### src/rtl/alu_md_unit.sv
// alu_md_unit: ALU control decode plus an iterative multiply/divide engine.
// The decode half is purely combinational. The mul/div half launches an
// operation from IDLE, runs one bit per cycle for XLEN cycles in CALC and
// presents a registered result with a one-cycle done pulse in DONE.
//
// state | meaning
// ------+--------------------------------------------------------------
// IDLE  | waiting for start with an M-extension instruction
// CALC  | one shift-add / restoring-divide step per cycle, XLEN cycles
// DONE  | result registered, done pulsed, returns to IDLE next cycle
module alu_md_unit #(
    parameter int XLEN = 32
) (
    input  logic            clk,
    input  logic            reset,
    input  logic [1:0]      ALUOp,
    input  logic [2:0]      funct3,
    input  logic            funct7b5,
    input  logic            funct7b0,
    input  logic            opb5,
    input  logic            start,
    input  logic [XLEN-1:0] srcA,
    input  logic [XLEN-1:0] srcB,
    output logic [3:0]      ALUControl,
    output logic            md_sel,
    output logic            busy,
    output logic            done,
    output logic [XLEN-1:0] md_result
);

    localparam int CW = $clog2(XLEN);

    typedef enum logic [1:0] {
        S_IDLE = 2'd0,
        S_CALC = 2'd1,
        S_DONE = 2'd2
    } state_t;

    state_t          state_q, state_d;
    logic [CW-1:0]   cnt_q;
    logic [2:0]      f3_q;
    logic [XLEN-1:0] hi_q, lo_q, opnd_q;
    logic            neg_q, rneg_q, div0_q;

    logic            accept;
    logic            last_step;
    logic            busy_d, done_d;

    logic            a_signed, b_signed, a_neg, b_neg, is_div;
    logic [XLEN-1:0] a_mag, b_mag;

    logic [XLEN:0]   mul_sum;
    logic [XLEN:0]   div_shift;
    logic            div_ge;
    logic [XLEN-1:0] hi_step, lo_step;

    logic [2*XLEN-1:0] prod_fix;
    logic [XLEN-1:0]   quo_fix, rem_fix;
    logic [XLEN-1:0]   result_d;

    // ALU control decode from the main decoder class and funct fields
    always_comb begin
        ALUControl = 4'b0000;
        case (ALUOp)
            2'b00:   ALUControl = 4'b0000;
            2'b01:   ALUControl = 4'b0001;
            default: begin
                case (funct3)
                    3'b000:  ALUControl = (funct7b5 & opb5) ? 4'b0001 : 4'b0000;
                    3'b001:  ALUControl = 4'b0011;
                    3'b010:  ALUControl = 4'b0100;
                    3'b011:  ALUControl = 4'b0101;
                    3'b100:  ALUControl = 4'b0110;
                    3'b101:  ALUControl = funct7b5 ? 4'b0111 : 4'b1000;
                    3'b110:  ALUControl = 4'b1001;
                    default: ALUControl = 4'b1010;
                endcase
            end
        endcase
    end

    assign md_sel    = (ALUOp == 2'b10) & opb5 & funct7b0;
    assign accept    = (state_q == S_IDLE) & start & md_sel;
    assign last_step = (state_q == S_CALC) && (cnt_q == '0);

    // Operand sign handling on the live inputs, captured only on the accepting edge
    always_comb begin
        a_signed = (funct3 == 3'b001) | (funct3 == 3'b010) |
                   (funct3 == 3'b100) | (funct3 == 3'b110);
        b_signed = (funct3 == 3'b001) | (funct3 == 3'b100) | (funct3 == 3'b110);
        a_neg    = a_signed & srcA[XLEN-1];
        b_neg    = b_signed & srcB[XLEN-1];
        a_mag    = a_neg ? (~srcA + 1'b1) : srcA;
        b_mag    = b_neg ? (~srcB + 1'b1) : srcB;
        is_div   = funct3[2];
    end

    // One iteration: shift-add for multiply, restoring step for divide
    always_comb begin
        mul_sum   = {1'b0, hi_q} + (lo_q[0] ? {1'b0, opnd_q} : {(XLEN+1){1'b0}});
        div_shift = {hi_q, lo_q[XLEN-1]};
        div_ge    = div_shift >= {1'b0, opnd_q};
        if (f3_q[2]) begin
            hi_step = div_ge ? (div_shift[XLEN-1:0] - opnd_q) : div_shift[XLEN-1:0];
            lo_step = {lo_q[XLEN-2:0], div_ge};
        end else begin
            hi_step = mul_sum[XLEN:1];
            lo_step = {mul_sum[0], lo_q[XLEN-1:1]};
        end
    end

    // Sign correction and result selection applied to the final iteration
    always_comb begin
        prod_fix = neg_q ? (~{hi_step, lo_step} + 1'b1) : {hi_step, lo_step};
        if (div0_q)
            quo_fix = '1;
        else
            quo_fix = neg_q ? (~lo_step + 1'b1) : lo_step;
        rem_fix = rneg_q ? (~hi_step + 1'b1) : hi_step;
        case (f3_q)
            3'b000:          result_d = prod_fix[XLEN-1:0];
            3'b001, 3'b010,
            3'b011:          result_d = prod_fix[2*XLEN-1:XLEN];
            3'b100, 3'b101:  result_d = quo_fix;
            default:         result_d = rem_fix;
        endcase
    end

    // FSM state register
    always_ff @(posedge clk or posedge reset) begin
        if (reset)
            state_q <= S_IDLE;
        else
            state_q <= state_d;
    end

    // FSM next-state logic
    always_comb begin
        state_d = state_q;
        case (state_q)
            S_IDLE:  if (accept) state_d = S_CALC;
            S_CALC:  if (cnt_q == '0) state_d = S_DONE;
            S_DONE:  state_d = S_IDLE;
            default: state_d = S_IDLE;
        endcase
    end

    // FSM outputs, registered below so busy/done come straight from flops
    always_comb begin
        busy_d = (state_d != S_IDLE);
        done_d = (state_d == S_DONE);
    end

    // Registered status flags and result
    always_ff @(posedge clk or posedge reset) begin
        if (reset) begin
            busy      <= 1'b0;
            done      <= 1'b0;
            md_result <= '0;
        end else begin
            busy <= busy_d;
            done <= done_d;
            if (last_step)
                md_result <= result_d;
        end
    end

    // Iteration counter: loaded on accept, terminal count at zero ends CALC
    always_ff @(posedge clk or posedge reset) begin
        if (reset)
            cnt_q <= '0;
        else if (accept)
            cnt_q <= CW'(XLEN - 1);
        else if (state_q == S_CALC)
            cnt_q <= cnt_q - 1'b1;
    end

    // Operand capture on accept and working registers during CALC
    always_ff @(posedge clk or posedge reset) begin
        if (reset) begin
            f3_q   <= '0;
            hi_q   <= '0;
            lo_q   <= '0;
            opnd_q <= '0;
            neg_q  <= 1'b0;
            rneg_q <= 1'b0;
            div0_q <= 1'b0;
        end else if (accept) begin
            f3_q   <= funct3;
            hi_q   <= '0;
            lo_q   <= is_div ? a_mag : b_mag;
            opnd_q <= is_div ? b_mag : a_mag;
            neg_q  <= a_neg ^ b_neg;
            rneg_q <= a_neg;
            div0_q <= (srcB == '0);
        end else if (state_q == S_CALC) begin
            hi_q <= hi_step;
            lo_q <= lo_step;
        end
    end

endmodule

### config.mk
export PLATFORM = sky130hd
export DESIGN_NAME = alu_md_unit
export DESIGN_NICKNAME = d
export VERILOG_FILES = /design/src/rtl/alu_md_unit.sv
export SDC_FILE = /design/constraint.sdc
export NUM_CORES = 1
export LEC_CHECK = 0
export CAP_MARGIN = 20
export CORE_ASPECT_RATIO = 0.75
export CORE_MARGIN = 2
export CORE_UTILIZATION = 59
export CTS_BUF_LIST = sky130_fd_sc_hd__clkbuf_8
export DETAILED_ROUTE_END_ITERATION = 10
export PLACE_DENSITY = 0.85
export SYNTH_ARGS = -nofsm -noshare
export SYNTH_HDL_FRONTEND = slang
export SYNTH_SLANG_ARGS = --single-unit
### constraint.sdc
create_clock -name clk -period 6.26 [get_ports clk]
set_input_delay 0.626 -clock clk [delete_from_list [all_inputs] [get_ports clk]]
set_output_delay 0.626 -clock clk [all_outputs]
set_load 0.005 [all_outputs]
# [After elaboration in Yosys (flattened, before gate mapping)]
# Index checks and enable logic that the tools add are counted.
# Widths: inputs -> output; s select.
[totals] elab_cells=91 register_bits=143
[classes] n_addsub=8 n_reduce_logical=11 bitwise=18 magnitude_cmp=1 n_mux=26 n_eq_ne=15
[ops] cell="$mux 32" count=15
[ops] cell="$add 32x1->32 const B" count=4
[ops] cell="$not 32->32" count=4
[ops] cell="$pmux 32 s3" count=1
[ops] cell="$add 64x1->64 const B" count=1
[ops] cell="$mux 64" count=1
[ops] cell="$not 64->64" count=1
[ops] cell="$add 32x32->33" count=1
[ops] cell="$ge 33x32->1" count=1
[ops] cell="$logic_not 32->1" count=1
[ops] cell="$sub 32x32->32" count=1
[ops] cell="$pmux 4 s7" count=1
[ops] cell="$eq 3x3->1 const B" count=5
[ops] cell="$eq 3x2->1 const B" count=4
[ops] cell="$mux 5" count=2
[ops] cell="$pmux 4 s2" count=1
[ops] cell="$and 1x1->1" count=7
[ops] cell="$eq 3x1->1 const B" count=2
[ops] cell="$logic_not 3->1" count=2
[ops] cell="$logic_not 5->1" count=1
[ops] cell="$or 1x1->1" count=5
[ops] cell="$sub 5x1->5 const B" count=1
[ops] cell="$eq 2x1->1 const B" count=2
[ops] cell="$eq 2x2->1 const B" count=2
[ops] cell="10 further kinds" count=13

# [Depth between registers and ports, before layout]
# Gate-level depths: netlist (run 1).
[logic_depth] word_depth=8 depth_mapped=24 mapped_depth_nobuf=21

# [Worst setup path before layout (run 1)]
# Ideal clock, no wire load.
[synth_timing] kind="reg-to-reg" startpoint="reg hi_q[13]" endpoint="reg md_result[28]" synth_period_minus_slack_ps=4452 setup_time_ps=128 setup_slack_ps=1808 arrival_time_ps=4324 path_buffers=3 required_time_ps=6132 path_stages_with_launch=23 cell_sequence="dfrtp_1 > ha_1 > buf_2 > a211o_1 > o211ai_1 > o21ai_1 > o31a_2 > nor2_2 > buf_2 > nor2_1 > inv_1 > ha_1 > o21ai_0 > inv_1 > nand3_1 > or2_2 > clkbuf_1 > nor3_1 > nand3_1 > o21ai_1 > xnor2_1 > a221oi_1 > o21ai_1"
[synth_between] elab_chain_len=7 elab_cells_between_ends=17 cone_classes="add/sub (5); order compare (1); mux (8); bitwise (3)"
[synth_rtl] element="from (decl)" line_no="42" text="logic [XLEN-1:0] hi_q, lo_q, opnd_q;"
[synth_rtl] element="from (signal assigned)" line_no="197" text="hi_q <= hi_step;"
[synth_rtl] element="$sub 32x32->32 or $ge 33x32->1 (tied branches)" line_no="104, 102"
[synth_rtl] element="$mux 32 (on tied branches)" line_no="104, 103"
[synth_rtl] element="$mux 32 or $not 32->32 (tied branches)" line_no="103, 118"
[synth_rtl] element="$not 64->64 (tied with other cells)" line_no="114" text="prod_fix = neg_q ? (~{hi_step, lo_step} + 1'b1) : {hi_step, lo_step};"
[synth_rtl] element="$add 64x1->64 (tied with other cells)" line_no="114"
[synth_rtl] element="$mux 64 (tied with other cells)" line_no="114"
[synth_rtl] element="$pmux 32 s3 (*)" line_no="120" text="case (f3_q)"
[synth_rtl] element="to (signal assigned)" line_no="164" text="md_result <= result_d;"
[synth_rtl] element="to (decl)" line_no="28" text="output logic [XLEN-1:0] md_result"
# Mark *: on every way between the ends. The rest lies on a longest branch, timed or not.
# A chain may end at the register's enable or synchronous reset.

# [Final worst setup path (run 1)]
[layout_timing] startpoint="reg lo_q[0]" endpoint="reg md_result[22]"
[layout_between] elab_chain_len=7 elab_cells_between_ends=15 cone_classes="add/sub (4); mux (8); bitwise (3)"
[layout_rtl] element="from (decl)" line_no="42"
[layout_rtl] element="from (signal assigned)" line_no="191" text="lo_q <= is_div ? a_mag : b_mag;"
[layout_rtl] element="from (signal assigned)" line_no="198" text="lo_q <= lo_step;"
[layout_rtl] element="$mux 32" line_no="100" text="mul_sum = {1'b0, hi_q} + (lo_q[0] ? {1'b0, opnd_q} : {(XLEN+1){1'b0}});"
[layout_rtl] element="$add 32x32->33" line_no="100"
[layout_rtl] element="$mux 32" line_no="103" text="if (f3_q[2]) begin"
[layout_rtl] element="$not 64->64 or $not 32->32 (tied branches)" line_no="114, 119"
[layout_rtl] element="$add 64x1->64 or $add 32x1->32 (tied branches)" line_no="114, 119"
[layout_rtl] element="$mux 64 or $mux 32 (tied branches)" line_no="114, 119"
[layout_rtl] element="$pmux 32 s3 (*)" line_no="120"
# Marked as above.

==> flow_metrics.tcl, run 1 <==
set metrics [dict create \
    status "finished, final reports clean" \
    worst_pin_slew_ns 1.17 \
    synth_top_area_frac 0.236 \
    cts_setup_buffers 0 \
    slew_viol_final 0 \
    nNetsFinal 2280 \
    htreeDepth 4 \
    critPathArrivalTime_ns 6.39 \
    min_path_cells 2 \
    cts_hold_buffers 0 \
    hold-worst-slack_ns 0.486 \
    cp.buffers_inverters 1 \
    insertion_delay_ns 0.51 \
    synth_area_leader_cell "dfrtp_1" \
    multi_input_area_sq_um 10900 \
    sw_frac_of_total 0.565 \
    max-cap-violations 0 \
    route.detailed.drc 0 \
    dieArea_sq_um 27000 \
    async_flop_share 1.00 \
    dpl.hpwl_mm 46.9 \
    rsz0062_at_grt "false" \
    coreArea_sq_um 25100 \
    fin_worst_skew_ns 0.0244 \
    critical_path.max_stage_delay_ns 0.66 \
    placementRows 50 \
    p_int_uw 3430 \
    crit_type "flip-flop to flip-flop" \
    cp-start-kind "flip-flop" \
    setup_tns_ns 0 \
    cts_tree "yes" \
    avgSynthCellArea_sq_um 7.31 \
    postCtsResizedCells 0 \
    power.leakage_uw 0.00677 \
    synth_top_flop_cell "dfrtp_1" \
    switchingPower_uw 4470 \
    post_drt_wl_per_cell_um 24.6 \
    area_growth_pct 12.1 \
    synth_most_common_cell "nand2_1" \
    drive_gt1_frac 0.0611 \
    grtUsageTotal 0.450 \
    p_per_area_nw_per_um2 464 \
    hold_violations 0 \
    clock.fmax_mhz 166 \
    grt_pass1_wl_mm 92.9 \
    grt_pass1_vias 15400 \
    ioPinCount 114 \
    synth-edff-count 0 \
    p_comb_frac 0.716 \
    worstSetupEndpointType "flip-flop" \
    synthTopCellsByCount "nand2_1 (268), o21ai_0 (226), nor2_1 (185)" \
    ir_drop_mv 0.226 \
    grt_max_degree 120 \
    numClockSinks 143 \
    crit_family "compound AO/OA/AOI/OAI gates" \
    fill_cells 2158 \
    setup_viol 0 \
    finalCritPeriodShare 0.961 \
    cts.reportedPaths.clkPinSlew_ns 0.09 \
    synth_area_leaders "dfrtp_1 (24%), o21ai_0 (7.5%), nand2_1 (6.6%), a21oi_1 (6.1%), ha_1 (5.8%)" \
    cts_max_path_buffers 2 \
    place_congestion 1.09 \
    p_clk_frac 0.092 \
    portBuffers 113 \
    p_seq_frac 0.192 \
    routed_via_density 6.96 \
    synthesis.area_sq_um 15200 \
    vias 17300 \
    clock-root-buffer "clkbuf_8" \
    synth.ff_latch_count 143 \
    yosysSeqAreaShare 0.236 \
    overflow 0 \
    seq_area_sq_um 3580 \
    synth_cells 2078 \
    critical_path_depth 17 \
    worstHoldPathType "flip-flop to flip-flop" \
    die_height_um 143 \
    layout_min_cycle_time_ns 6.02 \
    drt_pass1_iterations 6 \
    ant_nets 0 \
    antenna_found_initial 5 \
    crit_fanout 22 \
    total_power_uw 7900 \
    yosysWarnings 0 \
    crit_slowest_cell "dfrtp_1" \
    synth_nets 2225 \
    crit_chain "and2_1 -> ha_1 -> fa_1 -> a21o_1 -> a221oi_1 -> o21bai_1 -> a21oi_1 -> mux2_2 -> a31oi_1 -> nand4_1 -> nor4_1 -> nand4_1 -> buf_4 -> o21ai_0 -> xnor2_1 -> a221oi_1 -> o31ai_1" \
    drt-total-wl_mm 61.1 \
    numCtsBuffers 17 \
    relSlewSlack 0.220 \
    drt_iter0_markers 2537 \
    synthDistinctLibCells 88 \
    start_util 0.604 \
    die_w_um 189 \
    crit_required_ns 6.63 \
    ff2ff_path_depth 17 \
]
## kinds of logic (layout without fill, tap and decap cells)
| kind of cell | count (synthesis) | in the layout | synth area share |
|---|---|---|---|
| mux | 49 | 49 | 0.0329 |
| simple gates | 740 | 740 | 0.230 |
| compound gates | 715 | 715 | 0.299 |
| fa+ha+maj | 72 | 72 | 0.0603 |
| flops | 143 | 143 | 0.236 |
| buf+inv | 201 | 268 | 0.0509 |
| other cells | 0 | 4 | 0 |
| xor+xnor | 158 | 158 | 0.0911 |
## path summary, 6_finish.rpt
kind,from,endpoint,slack (ns)
worst max-delay path,lo_q[0],md_result[22],0.24
worst min-delay path,md_result[22],md_result[22],0.49
worst max register to register,lo_q[0],md_result[22],0.24
worst min register to register,md_result[22],md_result[22],0.49
max in group asynchronous,reset,f3_q[2],4.16
min in group asynchronous,reset,hi_q[4],0.64
## cell usage in the layout, fill, tap and decap left out, types with 33 or more instances in the layout
cell,netlist,routed
mux2i_1,42,42
o21ai_0,226,226
xnor2_1,93,93
xor2_1,65,65
o211ai_1,36,36
ha_1,70,70
nor2_1,185,185
clkdlybuf4s50_1,0,112
dfrtp_1,143,142
inv_1,72,72
o31ai_1,33,33
buf_4,2,49
a21oi_1,184,184
nand3_1,37,36
nand2_1,268,268
nor3_1,57,57
and2_1,37,37
## power by group through the flow
stage / Sequential (uW) / Combinational, uW / Clock, uW
floorplan: 1380 / 3720 / 0
global placement: 1490 / 5310 / 0
detailed placement: 1500 / 5360 / 0
CTS: 1490 / 5400 / 729
global route: 1540 / 6020 / 758
finish: 1520 / 5660 / 731
## per-layer routing
| layer | wire, um | GRT usage |
|---|---|---|
| met5 | 11 | 0 |
| met4 | 2410 | 0.161 |
| met3 | 8710 | 0.131 |
| met2 | 24300 | 0.637 |
| met1 | 25700 | 0.647 |
## state kept, by name, indices dropped and copies added (netlist names)
register and count:
hi_q 32, neg_q 1, md_result 32, lo_q 32, f3_q 3, done 1
opnd_q 32, div0_q 1, rneg_q 1, state_q 2, busy 1, cnt_q 5
## layout make-up
type / count / area share
multi-input cells: 1734 / 0.639
diodes: 4 / 0.000588
clock inverters: 14 / 0.00713
flip-flops and latches: 143 / 0.210
well taps: 338 / 0.0248
repair buffers: 161 / 0.0875
inverters: 76 / 0.0171
clock buffers: 17 / 0.0137
## worst reg2reg max path: cells and delay by family (launching register included)
family,cells,cell delay [ns]
AOI/OAI and AO/OA,8,2.44
muxes,1,0.36
xor gates and xnor gates,1,0.09
buffers and inverters,1,0.25
adders and majority gates,2,0.64
and+or+nand+nor,4,1.46
DFF,1,0.66
## metrics by stage
step	cell area (sq um)	std cells	util	worst slack [ns]
floorplan	15200	2078	-	1.80
global placement	16600	2451	0.662	0.608
detailed placement	16700	2452	0.662	0.534
CTS	17000	2483	0.676	0.508
global route	17000	2483	0.676	0.0559
finish	17000	2487	0.677	0.243
(Power assumes the default switching activity.)
==> run 2: changes to the inputs <==
- CORE_MARGIN: 2 -> unset
==> run 2 against run 1 <==
Against the previous run:
- sequential cell count unchanged
- count of clock-buffer cells in the layout increased by 1
- wire length decreased by 2.6%
- maximum frequency decreased by 0.23%
- highest routed layer unchanged
==> flow_metrics.tcl, run 2 (synthesized netlist as in run 1, its figures left out) <==
set metrics [dict create \
    antenna_found_initial 5 \
    crit_required_ns 6.63 \
    cts_tree "yes" \
    status "finished, final reports clean" \
    cts_setup_buffers 0 \
    drive_gt1_frac 0.0624 \
    ant_nets 0 \
    final_core_util 0.682 \
    post_drt_wl_per_cell_um 23.9 \
    placementRows 50 \
    crit_type "flip-flop to flip-flop" \
    start_util 0.605 \
    power.leakage_uw 0.00680 \
    crit_fanout 16 \
    numCtsBuffers 17 \
    cts_max_path_buffers 2 \
    fill_cells 2129 \
    p_per_area_nw_per_um2 467 \
    critPathArrivalTime_ns 6.40 \
    rsz0062_at_grt "false" \
    numClockSinks 143 \
    worst_pin_slew_ns 1.08 \
    place_congestion 1.08 \
    overflow 0 \
    fin_worst_skew_ns 0.0265 \
    cts.reportedPaths.clkPinSlew_ns 0.09 \
    cp-start-kind "flip-flop" \
    grtUsageTotal 0.450 \
    worstSetupEndpointType "flip-flop" \
    area_growth_pct 12.7 \
    critical_path.max_stage_delay_ns 0.64 \
    max-cap-violations 0 \
    seq_area_sq_um 3580 \
    crit_chain "and2_1 -> ha_1 -> fa_1 -> a21o_1 -> a221oi_1 -> o21bai_1 -> xnor2_1 -> nor2_1 -> a221oi_2 -> nand4_1 -> nor4_1 -> nand4_1 -> buf_4 -> o21ai_0 -> xnor2_1 -> a221oi_1 -> o31ai_1" \
    layout_min_cycle_time_ns 6.03 \
    coreArea_sq_um 25100 \
    clock-root-buffer "clkbuf_8" \
    setup_viol 0 \
    finalCritPeriodShare 0.963 \
    crit_slowest_cell "dfrtp_1" \
    worstHoldPathType "flip-flop to flip-flop" \
    ir_drop_mv 0.259 \
    setup_tns_ns 0 \
    relSlewSlack 0.276 \
    routed_via_density 6.90 \
    grt_max_degree 120 \
    drt_iter0_markers 2735 \
    dpl.hpwl_mm 45.9 \
    vias 17200 \
    ioPinCount 114 \
    slew_viol_final 0 \
    die_height_um 141 \
    grt_pass1_vias 15300 \
    hold_violations 0 \
    dieArea_sq_um 26400 \
    final_common_cell "nand2_1" \
    insertion_delay_ns 0.50 \
    drt_pass1_iterations 6 \
    clock.fmax_mhz 166 \
    drt-total-wl_mm 59.5 \
    die_w_um 187 \
    multi_input_area_sq_um 10900 \
    final_cell_mix "nand2_1 (268), o21ai_0 (226), nor2_1 (185)" \
    portBuffers 113 \
    route.detailed.drc 0 \
    htreeDepth 4 \
    grt_pass1_wl_mm 91.4 \
    nNetsFinal 2280 \
]
## run 2: power by group
group          switching [uW]  internal, uW
Sequential                344          1160
Combinational            3700          1950
Clock                     430           411
Total                    4470          3520
## run 2: path summary, 6_finish.rpt
kind	from	endpoint	slack, ns	cells past startpoint
hold reg to reg	md_result[22]	md_result[22]	0.48	2
min in group asynchronous	reset	opnd_q[4]	0.67	2
max in group asynchronous	reset	md_result[3]	4.25	3
hold / removal	md_result[22]	md_result[22]	0.48	2
setup / recovery	lo_q[0]	md_result[22]	0.23	17
setup reg to reg	lo_q[0]	md_result[22]	0.23	17
## run 2: area by class of cell
| type | instances | area share |
|---|---|---|
| clock buffer | 18 | 0.0145 |
| multi-input combinational | 1734 | 0.635 |
| timing repair buffer | 161 | 0.0882 |
| sequential | 143 | 0.209 |
| antenna | 3 | 0.000439 |
| clock inverter | 14 | 0.0105 |
| tap | 338 | 0.0247 |
| inverter | 76 | 0.0170 |
## run 2: critical path: cells and delay by family, from the launching register on
kind | cells | cell delay, ns
buffers and inverters | 1 | 0.20
xor gates and xnor gates | 2 | 0.34
adders and majority gates | 2 | 0.69
DFF | 1 | 0.64
and+or+nand+nor | 5 | 1.56
AOI/OAI and AO/OA | 7 | 2.45
## run 2: routing by layer
metal,wire length (um),share of wire,track usage
met3,8720,0.15,0.141
met1,24800,0.42,0.644
met4,2370,0.040,0.180
met2,23600,0.40,0.623
met5,25,0.00042,0
## run 2: timing repair
action                                 4_1_cts  5_1_grt
setup endpoints to repair                    0        6
endpoints found under the hold margin        0        0
resized for setup                            0        2
hold buffers                                 0        0
## run 2: stage by stage
stage	cells	cell area [sq um]	hold slack, ns	power, uW	setup WS, ns
floorplan	2078	15200	0.462	5100	1.80
global placement	2448	16600	0.463	6740	0.451
detailed placement	2448	16600	0.469	6830	0.434
CTS	2480	17100	0.488	7690	0.388
global route	2484	17100	0.512	8390	0.0818
finish	2487	17100	0.481	8000	0.229
